===== config.mk =====
export PLATFORM = sky130hd
export DESIGN_NAME = fnd_scan_driver_flat
export DESIGN_NICKNAME = d
export VERILOG_FILES = /design/src/rtl/fnd_pkg.sv /design/src/rtl/fnd_scan_driver_if.sv /design/src/rtl/fnd_decode.sv /design/src/rtl/fnd_scan_driver.sv /design/src/flat_wrapper.sv
export SDC_FILE = /design/constraint.sdc
export NUM_CORES = 1
export LEC_CHECK = 0
export ABC_AREA = 0
export BUFFER_PORTS_ARGS = -buffer_cell sky130_fd_sc_hd__buf_2
export CORE_ASPECT_RATIO = 1.25
export CORE_MARGIN = 2
export CORE_UTILIZATION = 40
export DETAILED_ROUTE_END_ITERATION = 10
export PLACE_DENSITY = 0.64
export SYNTH_ARGS = -nofsm -noshare
export SYNTH_HDL_FRONTEND = slang
export SYNTH_HIERARCHICAL = 1
export SYNTH_SLANG_ARGS = --single-unit

===== constraint.sdc =====
create_clock -name i_Clk -period 4.98 [get_ports i_Clk]
set_input_delay 0 -clock i_Clk [delete_from_list [all_inputs] [get_ports i_Clk]]
set_output_delay 0 -clock i_Clk [all_outputs]
set_load 0.01 [all_outputs]

===== src/rtl/fnd_pkg.sv =====
// fnd_pkg: shared constants and helpers for the FND scan driver.
//   - GLYPH_* : active-low 7-segment patterns, bit order g..a
//   - SEG_DARK : all segments off
//   - COM_OFF / com_on() : active-low digit-common patterns (sliced by the user)
//   - glyph_decode() : 4-bit code -> segment pattern, with hex-mode select
package fnd_pkg;

  localparam int MAX_DIGITS = 32;

  localparam logic [6:0] GLYPH_0 = 7'b1000000;
  localparam logic [6:0] GLYPH_1 = 7'b1111001;
  localparam logic [6:0] GLYPH_2 = 7'b0100100;
  localparam logic [6:0] GLYPH_3 = 7'b0110000;
  localparam logic [6:0] GLYPH_4 = 7'b0011001;
  localparam logic [6:0] GLYPH_5 = 7'b0010010;
  localparam logic [6:0] GLYPH_6 = 7'b0000010;
  localparam logic [6:0] GLYPH_7 = 7'b1011000;
  localparam logic [6:0] GLYPH_8 = 7'b0000000;
  localparam logic [6:0] GLYPH_9 = 7'b0011000;
  localparam logic [6:0] GLYPH_A = 7'b0001000;
  localparam logic [6:0] GLYPH_B = 7'b0000011;
  localparam logic [6:0] GLYPH_C = 7'b1000110;
  localparam logic [6:0] GLYPH_D = 7'b0100001;
  localparam logic [6:0] GLYPH_E = 7'b0000110;
  localparam logic [6:0] GLYPH_F = 7'b0001110;

  localparam logic [6:0] SEG_DARK = 7'h7F;

  // All commons released (active-low); slice to the digit count in use.
  localparam logic [MAX_DIGITS-1:0] COM_OFF = '1;

  // Only common k driven low.
  function automatic logic [MAX_DIGITS-1:0] com_on(input int k);
    com_on = ~(MAX_DIGITS'(1) << k);
  endfunction

  // Without hex mode every code A-F collapses onto the "F" glyph.
  function automatic logic [6:0] glyph_decode(input logic [3:0] code, input logic hex);
    case (code)
      4'h0: glyph_decode = GLYPH_0;
      4'h1: glyph_decode = GLYPH_1;
      4'h2: glyph_decode = GLYPH_2;
      4'h3: glyph_decode = GLYPH_3;
      4'h4: glyph_decode = GLYPH_4;
      4'h5: glyph_decode = GLYPH_5;
      4'h6: glyph_decode = GLYPH_6;
      4'h7: glyph_decode = GLYPH_7;
      4'h8: glyph_decode = GLYPH_8;
      4'h9: glyph_decode = GLYPH_9;
      4'hA: glyph_decode = hex ? GLYPH_A : GLYPH_F;
      4'hB: glyph_decode = hex ? GLYPH_B : GLYPH_F;
      4'hC: glyph_decode = hex ? GLYPH_C : GLYPH_F;
      4'hD: glyph_decode = hex ? GLYPH_D : GLYPH_F;
      4'hE: glyph_decode = hex ? GLYPH_E : GLYPH_F;
      default: glyph_decode = GLYPH_F;
    endcase
  endfunction

endpackage


===== src/rtl/fnd_scan_driver_if.sv =====
// fnd_scan_driver_if: bundle between the value source (master) and the
// FND scan driver (slave).
//   i_Data  : 4 bits per digit, digit 0 in bits [3:0]
//   i_Load  : one-cycle capture strobe for i_Data
//   i_Blank : per-digit force dark (live)
//   i_Blink : per-digit blink enable (live)
//   i_LZB   : leading-zero blanking enable
//   o_FND   : segments g..a, active-low
//   o_Com   : digit commons, active-low one-hot
//   o_Frame : pulse on the first output cycle of digit 0's slot
interface fnd_scan_driver_if #(
  parameter int NUM_DIGITS = 4
);
  logic [4*NUM_DIGITS-1:0] i_Data;
  logic                    i_Load;
  logic [NUM_DIGITS-1:0]   i_Blank;
  logic [NUM_DIGITS-1:0]   i_Blink;
  logic                    i_LZB;
  logic [6:0]              o_FND;
  logic [NUM_DIGITS-1:0]   o_Com;
  logic                    o_Frame;

  modport master (
    output i_Data, i_Load, i_Blank, i_Blink, i_LZB,
    input  o_FND, o_Com, o_Frame
  );

  modport slave (
    input  i_Data, i_Load, i_Blank, i_Blink, i_LZB,
    output o_FND, o_Com, o_Frame
  );
endinterface


===== src/rtl/fnd_decode.sv =====
// fnd_decode: combinational 4-bit code to active-low 7-segment decoder.
//   code : digit value
//   seg  : segments g..a, active-low
module fnd_decode
  import fnd_pkg::*;
#(
  parameter int HEX_MODE = 0
) (
  input  logic [3:0] code,
  output logic [6:0] seg
);

  assign seg = glyph_decode(code, HEX_MODE != 0);

endmodule


===== src/rtl/fnd_scan_driver.sv =====
// fnd_scan_driver: time-multiplexed multi-digit 7-segment driver with a
// double-buffered value, per-digit blank/blink, leading-zero blanking.
//   i_Clk : system clock
//   i_Rst : asynchronous reset, active-low
//   bus   : fnd_scan_driver_if slave (data/load/blank/blink/LZB in,
//           segments/commons/frame pulse out)
module fnd_scan_driver
  import fnd_pkg::*;
#(
  parameter int NUM_DIGITS   = 4,
  parameter int SCAN_DIV     = 1000,
  parameter int BLINK_FRAMES = 250,
  parameter int HEX_MODE     = 0
) (
  input  logic              i_Clk,
  input  logic              i_Rst,
  fnd_scan_driver_if.slave  bus
);

  localparam int CW = $clog2(SCAN_DIV);
  localparam int IW = $clog2(NUM_DIGITS);
  localparam int BW = (BLINK_FRAMES > 1) ? $clog2(BLINK_FRAMES) : 1;
  localparam int DW = 4 * NUM_DIGITS;

  localparam logic [CW-1:0] CNT_LAST   = CW'(SCAN_DIV - 1);
  localparam logic [IW-1:0] IDX_LAST   = IW'(NUM_DIGITS - 1);
  localparam logic [BW-1:0] BLINK_LAST = BW'(BLINK_FRAMES - 1);

  logic [CW-1:0]         cnt;
  logic [IW-1:0]         idx;
  logic [DW-1:0]         disp;
  logic [DW-1:0]         pend;
  logic                  upd;
  logic [BW-1:0]         blink_cnt;
  logic                  blink_on;

  logic [6:0]            fnd_q;
  logic [NUM_DIGITS-1:0] com_q;
  logic                  frame_q;

  logic                  cnt_tc;
  logic                  frame_end;
  logic [3:0]            cur_digit;
  logic                  cur_dark;
  logic [6:0]            cur_seg;
  logic [NUM_DIGITS-1:0] lead_zero;
  logic                  zero_run;
  logic [MAX_DIGITS-1:0] com_sel;

  assign cnt_tc    = (cnt == CNT_LAST);
  assign frame_end = cnt_tc && (idx == IDX_LAST);

  // lead_zero[k]: display digits k..top are all zero. Digit 0 is excluded so
  // a value of zero still shows a single "0".
  always_comb begin
    lead_zero = '0;
    zero_run  = 1'b1;
    for (int k = NUM_DIGITS - 1; k >= 1; k--) begin
      zero_run     = zero_run & (disp[4*k +: 4] == 4'd0);
      lead_zero[k] = zero_run;
    end
  end

  always_comb begin
    cur_digit = 4'd0;
    cur_dark  = 1'b0;
    for (int k = 0; k < NUM_DIGITS; k++) begin
      if (idx == IW'(k)) begin
        cur_digit = disp[4*k +: 4];
        cur_dark  = bus.i_Blank[k]
                  | (bus.i_Blink[k] & ~blink_on)
                  | (bus.i_LZB & lead_zero[k]);
      end
    end
  end

  always_comb begin
    com_sel = com_on(int'(idx));
  end

  fnd_decode #(
    .HEX_MODE (HEX_MODE)
  ) u_decode (
    .code (cur_digit),
    .seg  (cur_seg)
  );

  always_ff @(posedge i_Clk or negedge i_Rst) begin
    if (!i_Rst) begin
      cnt <= '0;
      idx <= '0;
    end else if (cnt_tc) begin
      cnt <= '0;
      idx <= (idx == IDX_LAST) ? '0 : idx + 1'b1;
    end else begin
      cnt <= cnt + 1'b1;
    end
  end

  // A load landing on the frame boundary bypasses the pending stage so it
  // shows in the frame that is just starting.
  always_ff @(posedge i_Clk or negedge i_Rst) begin
    if (!i_Rst) begin
      disp <= '0;
      pend <= '0;
      upd  <= 1'b0;
    end else if (bus.i_Load && frame_end) begin
      disp <= bus.i_Data;
      upd  <= 1'b0;
    end else if (bus.i_Load) begin
      pend <= bus.i_Data;
      upd  <= 1'b1;
    end else if (frame_end && upd) begin
      disp <= pend;
      upd  <= 1'b0;
    end
  end

  always_ff @(posedge i_Clk or negedge i_Rst) begin
    if (!i_Rst) begin
      blink_cnt <= '0;
      blink_on  <= 1'b1;
    end else if (frame_end) begin
      if (blink_cnt == BLINK_LAST) begin
        blink_cnt <= '0;
        blink_on  <= ~blink_on;
      end else begin
        blink_cnt <= blink_cnt + 1'b1;
      end
    end
  end

  // First cycle of each slot releases every common so the segment bus can
  // settle on the new glyph without ghosting onto the previous digit.
  always_ff @(posedge i_Clk or negedge i_Rst) begin
    if (!i_Rst) begin
      fnd_q   <= SEG_DARK;
      com_q   <= COM_OFF[NUM_DIGITS-1:0];
      frame_q <= 1'b0;
    end else begin
      fnd_q   <= cur_dark ? SEG_DARK : cur_seg;
      com_q   <= (cnt == '0) ? COM_OFF[NUM_DIGITS-1:0] : com_sel[NUM_DIGITS-1:0];
      frame_q <= (cnt == '0) && (idx == '0);
    end
  end

  assign bus.o_FND   = fnd_q;
  assign bus.o_Com   = com_q;
  assign bus.o_Frame = frame_q;

endmodule


===== src/flat_wrapper.sv =====
// flat-port wrapper written by rule: the top's interface ports become plain ports
module fnd_scan_driver_flat import fnd_pkg::*;
#(
  parameter int NUM_DIGITS   = 4,
  parameter int SCAN_DIV     = 1000,
  parameter int BLINK_FRAMES = 250,
  parameter int HEX_MODE     = 0
)
  (i_Clk, i_Rst, bus_i_Data, bus_i_Load, bus_i_Blank, bus_i_Blink, bus_i_LZB, bus_o_FND, bus_o_Com, bus_o_Frame);
  fnd_scan_driver_if #(.NUM_DIGITS(NUM_DIGITS)) bus_i ();
  input  logic i_Clk;
  input  logic i_Rst;
  input wire logic [$bits(bus_i.i_Data)-1:0] bus_i_Data;
  input wire logic [$bits(bus_i.i_Load)-1:0] bus_i_Load;
  input wire logic [$bits(bus_i.i_Blank)-1:0] bus_i_Blank;
  input wire logic [$bits(bus_i.i_Blink)-1:0] bus_i_Blink;
  input wire logic [$bits(bus_i.i_LZB)-1:0] bus_i_LZB;
  output wire logic [$bits(bus_i.o_FND)-1:0] bus_o_FND;
  output wire logic [$bits(bus_i.o_Com)-1:0] bus_o_Com;
  output wire logic [$bits(bus_i.o_Frame)-1:0] bus_o_Frame;
  assign bus_i.i_Data = bus_i_Data;
  assign bus_i.i_Load = bus_i_Load;
  assign bus_i.i_Blank = bus_i_Blank;
  assign bus_i.i_Blink = bus_i_Blink;
  assign bus_i.i_LZB = bus_i_LZB;
  assign bus_o_FND = bus_i.o_FND;
  assign bus_o_Com = bus_i.o_Com;
  assign bus_o_Frame = bus_i.o_Frame;
  fnd_scan_driver #(.NUM_DIGITS(NUM_DIGITS), .SCAN_DIV(SCAN_DIV), .BLINK_FRAMES(BLINK_FRAMES), .HEX_MODE(HEX_MODE)) u_core (.i_Clk(i_Clk), .i_Rst(i_Rst), .bus(bus_i));
endmodule

==> results.yml, run 1 <==
status:
  outcome: "finished, final reports clean"
detailed_routing:
  ant_nets: 0
  drt_wl_total_um: 7540
  wl_per_cell_um: 14.1
  initialDrtViolationCount: 108
  vias: 2799
  drc_errors: 0
  wirelength_met1_um: 3540
  dr.pass1.iters: 4
  met3_wirelength_um: 270
  highest_layer: "met4"
  vias_per_cell: 5.24
  wl_met2_um: 3540
cells_and_area:
  diodes: 0
  fillers: 832
  post-route-util: 0.491
  synthToLayoutAreaGrowth_pct: 19.3
  num-nets-final: 450
  drive_gt1_frac: 0.217
  fin_cells: 534
sta:
  worst_pin_slew_ns: 1.12
  drv_slew: 0
  period_share: 0.620
  relSlewSlack: 0.247
  hold_violations: 0
  period_minus_slack_ns: 3.09
  rsz0062_at_grt: "false"
  setup-tns-final_ns: 0
  clock.fmax_mhz: 324
  setup_viol: 0
  skew_ns: 0.00861
  whs_ns: 0.161
power:
  pwr-share-comb: 0.093
  p_leak_nw: 1.89
  p_seq_frac: 0.457
  p_switching_mw: 0.281
  p_per_area_mw_per_mm2: 297
  vdd_drop_max_mv: 0.155
  intPower_mw: 0.981
  power_mw: 1.26
  clockPowerShare: 0.450
  p_sw_frac: 0.222
cts:
  worstSkewPairLatency_ns: 0.34
  htreeDepth: 3
  clock-sinks: 66
  clock-root-buffer: "clkbuf_8"
  post_cts_resized: 0
  path_clk_slew_ns: 0.07
  clockBufferDepth: 2
  cts_tree: "built"
  numCtsBuffers: 9
yosys:
  synth.avg_cell_area_um2: 9.88
  synthDistinctLibCells: 52
  synth_seq_cells: 66
  synth-main-ff-cell: "dfrtp_1"
  ys_seq_area_frac: 0.468
  async_reset_ff_frac: 1.00
  synth_edf_count: 0
  synth_top_area_share: 0.380
  syn-num-nets: 401
  syn_area_mm2: 0.00356
  ys.warnings.count: 6
  netlist_top_cells_area: "dfrtp_1 (38%), dfstp_2 (8.9%), mux2_2 (5.4%), ha_1 (4.6%), nor2b_1 (4.0%)"
  synthCells: 360
  synth_top_area_cell: "dfrtp_1"
floorplanning:
  fp.dieH_um: 109
  die_w_um: 88.4
  core-area_mm2: 0.00865
  io_pins: 40
  num_rows: 38
  die_area_mm2: 0.00967
  start_util: 0.411
hold_path:
  holdCritPathClass: "in2reg"
  holdPathStages: 5
worst_setup_path:
  reg2reg_depth: 11
  slowest_stage: "o31ai_1"
  crit_path_end: "u_core/bus.o_FND[3]"
  required_ns: 5.25
  crit_chain: "inv_1 -> ha_1 -> nor2b_1 -> a221oi_1 -> o31ai_1 -> and2b_1 -> o32a_1 -> inv_1 -> nand3_1 -> o22ai_1 -> a31oi_1"
  reg2reg_setup_slack_ns: 1.89
  crit_path_max_incr_delay_ns: 0.91
  setup.worst_path.start_class: "register"
  cp_common_cell: "inv_1"
  rr_endpoint: "u_core/bus.o_FND[3]"
  cp-startpoint: "u_core/idx[1]"
  r2r_start: "u_core/idx[1]"
  critPathKind: "reg2reg"
  crit_fanout: 11
  endpoint_kind: "register"
  crit_arrival_ns: 3.35
place:
  dp_hpwl_um: 5130
  gp_congestion: 0.836
  io_buffers: 39
  placed_cells_incl_taps: 501
grt:
  grt.overflow.total: 0
  grt_max_degree: 67
  first_global_vias: 2667
  grt_pass1_wl_um: 12800
  grt_usage: 0.170
  antenna_found_initial: 0
run:
  maxCapViolCount: 0
==> sequential cells by signal (all words and copies together), names as in the netlist <==
signal,cells
u_core/idx,2
u_core/bus.o_FND,7
u_core/bus.o_Frame,1
u_core/pend,16
u_core/bus.o_Com,4
u_core/upd,1
u_core/blink_on,1
u_core/blink_cnt,8
u_core/cnt,10
u_core/disp,16
==> routing by layer <==
layer	GRT usage	up-vias
met5	0	-
met4	0.0866	0
met3	0.0375	17
met2	0.269	69
met1	0.218	1340
li1	-	1373
==> critical path: cells and delay by family, from the launching register on <==
kind                       cells  cell delay, ns
DFF                            1            0.37
AOI/OAI and AO/OA              5            1.55
buffers and inverters          2            0.16
adders and majority gates      1            0.30
and+or+nand+nor                3            0.63
==> cell usage after synthesis (2+ instances only) <==
library cell  instances
nor2b_1              23
and3_1                6
a31oi_1               7
a22o_1                2
mux2_2               17
clkbuf_1             10
and2_1                4
o21ai_0               8
o31ai_1               5
o21bai_1              2
inv_1                19
ha_1                 13
buf_4                 2
buf_2                 5
a221oi_1              3
dfrtp_1              54
nor2_1               35
o22ai_1               8
nand2b_1              4
and4_1                2
nor3_1                3
xor2_1                2
dfstp_2              12
o22a_1               15
buf_1                 2
a21oi_1              24
nand2_1              22
a211o_1               2
mux2i_1               4
nand4_1               4
or3_1                 2
xnor2_1               5
nand3_1              15
==> what timing repair did <==
item / 4_1_cts / 5_1_grt
hold endpoints to repair: 71 / 0
hold buffers: 17 / 0
setup buffers: 0 / 0
setup endpoints to repair: 0 / 0
==> layout make-up <==
| type | instances | area, um^2 | area share |
|---|---|---|---|
| Multi-Input combinational cell | 255 | 1720 | 0.406 |
| Sequential cell | 66 | 1670 | 0.393 |
| Timing Repair Buffer | 58 | 380 | 0.0896 |
| Clock buffer | 12 | 155 | 0.0365 |
| Tap cell | 120 | 150 | 0.0354 |
| Clock inverter | 4 | 97.6 | 0.0230 |
| Inverter | 19 | 71.3 | 0.0168 |
==> metrics by stage <==
stage	area, um^2	setup slack [ns]
floorplan	3560	2.40
global placement	3820	2.05
detailed placement	3820	1.91
CTS	4250	1.91
global route	4250	1.54
finish	4250	1.89
==> logic make-up (layout without fill, tap and decap cells) <==
kind of cell	Yosys count	count (layout)	synth area share
xor gates and xnor gates	7	7	0.0172
and+or+nand+nor	131	131	0.198
buffers and inverters	39	93	0.0471
muxes	21	21	0.0650
adders and majority gates	13	13	0.0457
AOI/OAI and AO/OA	83	83	0.158
DFF	66	66	0.468
==> cells in the final DEF, fill, tap and decap left out, drive strengths merged, types with 2 or more instances in the layout <==
| cell type | n |
|---|---|
| nand2 | 22 |
| nor2 | 35 |
| o22ai | 8 |
| dfrtp | 54 |
| nor2b | 24 |
| and4 | 2 |
| clkbuf | 12 |
| nand3 | 15 |
| nor3 | 4 |
| nand2b | 4 |
| a221oi | 3 |
| a21oi | 24 |
| o31ai | 5 |
| o22a | 16 |
| ha | 13 |
| a22o | 2 |
| xor2 | 2 |
| dlygate4sd3 | 17 |
| and2 | 4 |
| o21bai | 2 |
| a31oi | 7 |
| bufinv | 3 |
| a211o | 2 |
| or3 | 2 |
| nand4 | 5 |
| inv | 19 |
| o21ai | 8 |
| mux2 | 17 |
| xnor2 | 5 |
| dfstp | 12 |
| buf | 41 |
| mux2i | 4 |
| and3 | 6 |
==> power groups by stage <==
stage	combinational (mW)	sequential, mW	clock, mW
final	0.118	0.577	0.568
after global routing	0.133	0.580	0.607
after CTS	0.119	0.577	0.584
after detailed placement	0.108	0.587	0
after global placement	0.106	0.585	0
after floorplan	0.0687	0.584	0
==> worst min path at each step <==
stage | from | endpoint | slack [ns]
2_1_floorplan | i_Rst | u_core/blink_cnt[0] | -0.30
3_3_place_gp | i_Rst | u_core/blink_cnt[5] | 0.23
3_5_place_dp | i_Rst | u_core/blink_cnt[5] | 0.24
4_1_cts | bus_i_LZB | u_core/bus.o_FND[3] | 0.14
5_1_grt | bus_i_LZB | u_core/bus.o_FND[0] | 0.19
6_report | bus_i_LZB | u_core/bus.o_FND[3] | 0.16
Note: power is estimated with default switching activity, not from simulation.
==> run 2: changes to the inputs <==
- clock period: 4.98 -> 3 ns (I/O delays scaled with it)
==> results.yml, run 2 (same netlist as run 1, synthesis figures left out) <==
status:
  outcome: "finished, final reports clean"
cells_and_area:
  diodes: 0
  final_cell_mix: "dfrtp_1 (54), buf_2 (39), nor2_1 (35), a21oi_1 (24), nor2b_1 (23)"
  drive_gt1_frac: 0.228
  post-route-util: 0.494
  finalInstanceArea_mm2: 0.00428
  largest_registers: "u_core/disp: 16 flops, u_core/pend: 16 flops, u_core/cnt: 10 flops"
  synthToLayoutAreaGrowth_pct: 20.2
  fin_cells: 541
  num-nets-final: 457
  layout_commonest_cell: "dfrtp_1"
detailed_routing:
  vias: 2801
  wl_per_cell_um: 13.6
  drt_wl_total_um: 7380
  dr.pass1.iters: 4
  ant_nets: 0
  drc_errors: 0
  vias_per_cell: 5.18
  initialDrtViolationCount: 163
sta:
  drv_slew: 0
  setup_ws_ns: 0.237
  skew_ns: 0.00663
  setup-tns-final_ns: 0
  worst_pin_slew_ns: 1.07
  hold_violations: 0
  rsz0062_at_grt: "false"
  period_minus_slack_ns: 2.76
  whs_ns: 0.151
  clock.fmax_mhz: 362
  period_share: 0.921
  setup_viol: 0
  relSlewSlack: 0.289
power:
  vdd_drop_max_mv: 0.244
  power_mw: 2.03
  p_leak_nw: 1.92
  p_per_area_mw_per_mm2: 474
place:
  dp_hpwl_um: 5120
  dpl-instance-area_mm2: 0.00387
  dp_slack_ns: 0.300
  placed_cells_incl_taps: 508
  io_buffers: 39
  gp_congestion: 0.781
hold_path:
  holdCritPathClass: "in2reg"
  holdPathStages: 5
worst_setup_path:
  endpoint_kind: "register"
  crit_family: "compound AO/OA/AOI/OAI gates"
  crit_path_max_incr_delay_ns: 0.40
  crit_fanout: 4
  cp_common_cell: "inv_1"
  cp-startpoint: "u_core/idx[0]"
  rr_endpoint: "u_core/bus.o_FND[3]"
  slowest_stage: "dfrtp_1"
  crit_arrival_ns: 3.03
  r2r_start: "u_core/idx[0]"
  reg2reg_depth: 13
  critPathKind: "reg2reg"
  crit_chain: "inv_1 -> ha_1 -> nor2b_1 -> a221oi_1 -> o31ai_1 -> inv_1 -> ha_1 -> and2b_1 -> o32a_1 -> inv_1 -> nand3_1 -> o22ai_1 -> a31oi_1"
  setup.worst_path.start_class: "register"
  reg2reg_setup_slack_ns: 0.24
  crit_path_end: "u_core/bus.o_FND[3]"
  required_ns: 3.27
  critical_path_depth: 13
  path_buf_inv: 3
cts:
  path_clk_slew_ns: 0.07
  clockBufferDepth: 2
  clock-sinks: 66
  clock-root-buffer: "clkbuf_8"
  htreeDepth: 3
  worstSkewPairLatency_ns: 0.35
  cts_tree: "built"
  postCtsSetupRepairBufs: 0
  numCtsBuffers: 9
grt:
  grt_max_degree: 50
  grt_pass1_wl_um: 12300
  first_global_vias: 2613
  grt_usage: 0.165
  antenna_found_initial: 0
  grt.overflow.total: 0
floorplanning:
  die_w_um: 88.4
  die_area_mm2: 0.00967
  num_rows: 38
  start_util: 0.411
  fp.dieH_um: 109
  core-area_mm2: 0.00865
  io_pins: 40
run:
  maxCapViolCount: 0
-- run 2: cell types whose count changed in the layout (fill, tap and decap cells not counted), sizes merged --
cell      before  now
clkbuf        12   14
clkinvlp       1    0
buf           41   48
bufinv         3    2
-- run 2: timing repair --
action | CTS | global route
hold buffers | 17 | 0
gates resized for setup | 0 | 0
setup endpoints to repair | 0 | 0
endpoints found under the hold margin | 53 | 0
-- run 2: worst min path at each step --
stage	start	endpoint	slack, ns
CTS	bus_i_LZB	u_core/bus.o_FND[4]	0.13
floorplan	i_Rst	u_core/blink_cnt[0]	-0.30
global route	bus_i_LZB	u_core/bus.o_FND[2]	0.19
global placement	i_Rst	u_core/pend[15]	0.25
finish	bus_i_LZB	u_core/bus.o_FND[5]	0.15
detailed placement	i_Rst	u_core/pend[3]	0.25
-- run 2: final cells by class --
cell class,count,area [um^2]
repair buffers,65,433
flip-flops and latches,66,1670
clock buffers,14,173
fillers,807,4380
well taps,120,150
multi-input cells,255,1720
clock inverters,2,60.1
inverters,19,71.3
-- run 2: worst min-delay path, cell delays in order --
cell      delay, ns
buf_2          0.10
nand2b_1       0.13
nor3_4         0.10
o22ai_1        0.11
a31oi_1        0.06
-- run 2: metal layers --
metal | share of wire | up-vias | track usage
li1 | - | 1387 | -
met1 | 0.47 | 1338 | 0.211
met2 | 0.47 | 69 | 0.260
met3 | 0.044 | 7 | 0.0323
met4 | 0.012 | 0 | 0.0887
met5 | 0 | - | 0
-- run 2: report_power, final --
| group | total [mW] | switching (mW) | internal, mW | leakage, nW |
|---|---|---|---|---|
| clock | 0.873 | 0.336 | 0.537 | 0.117 |
| sequential | 0.957 | 0.0229 | 0.934 | 0.799 |
| combinational | 0.197 | 0.0965 | 0.100 | 1.00 |
| total | 2.03 | 0.455 | 1.57 | 1.92 |
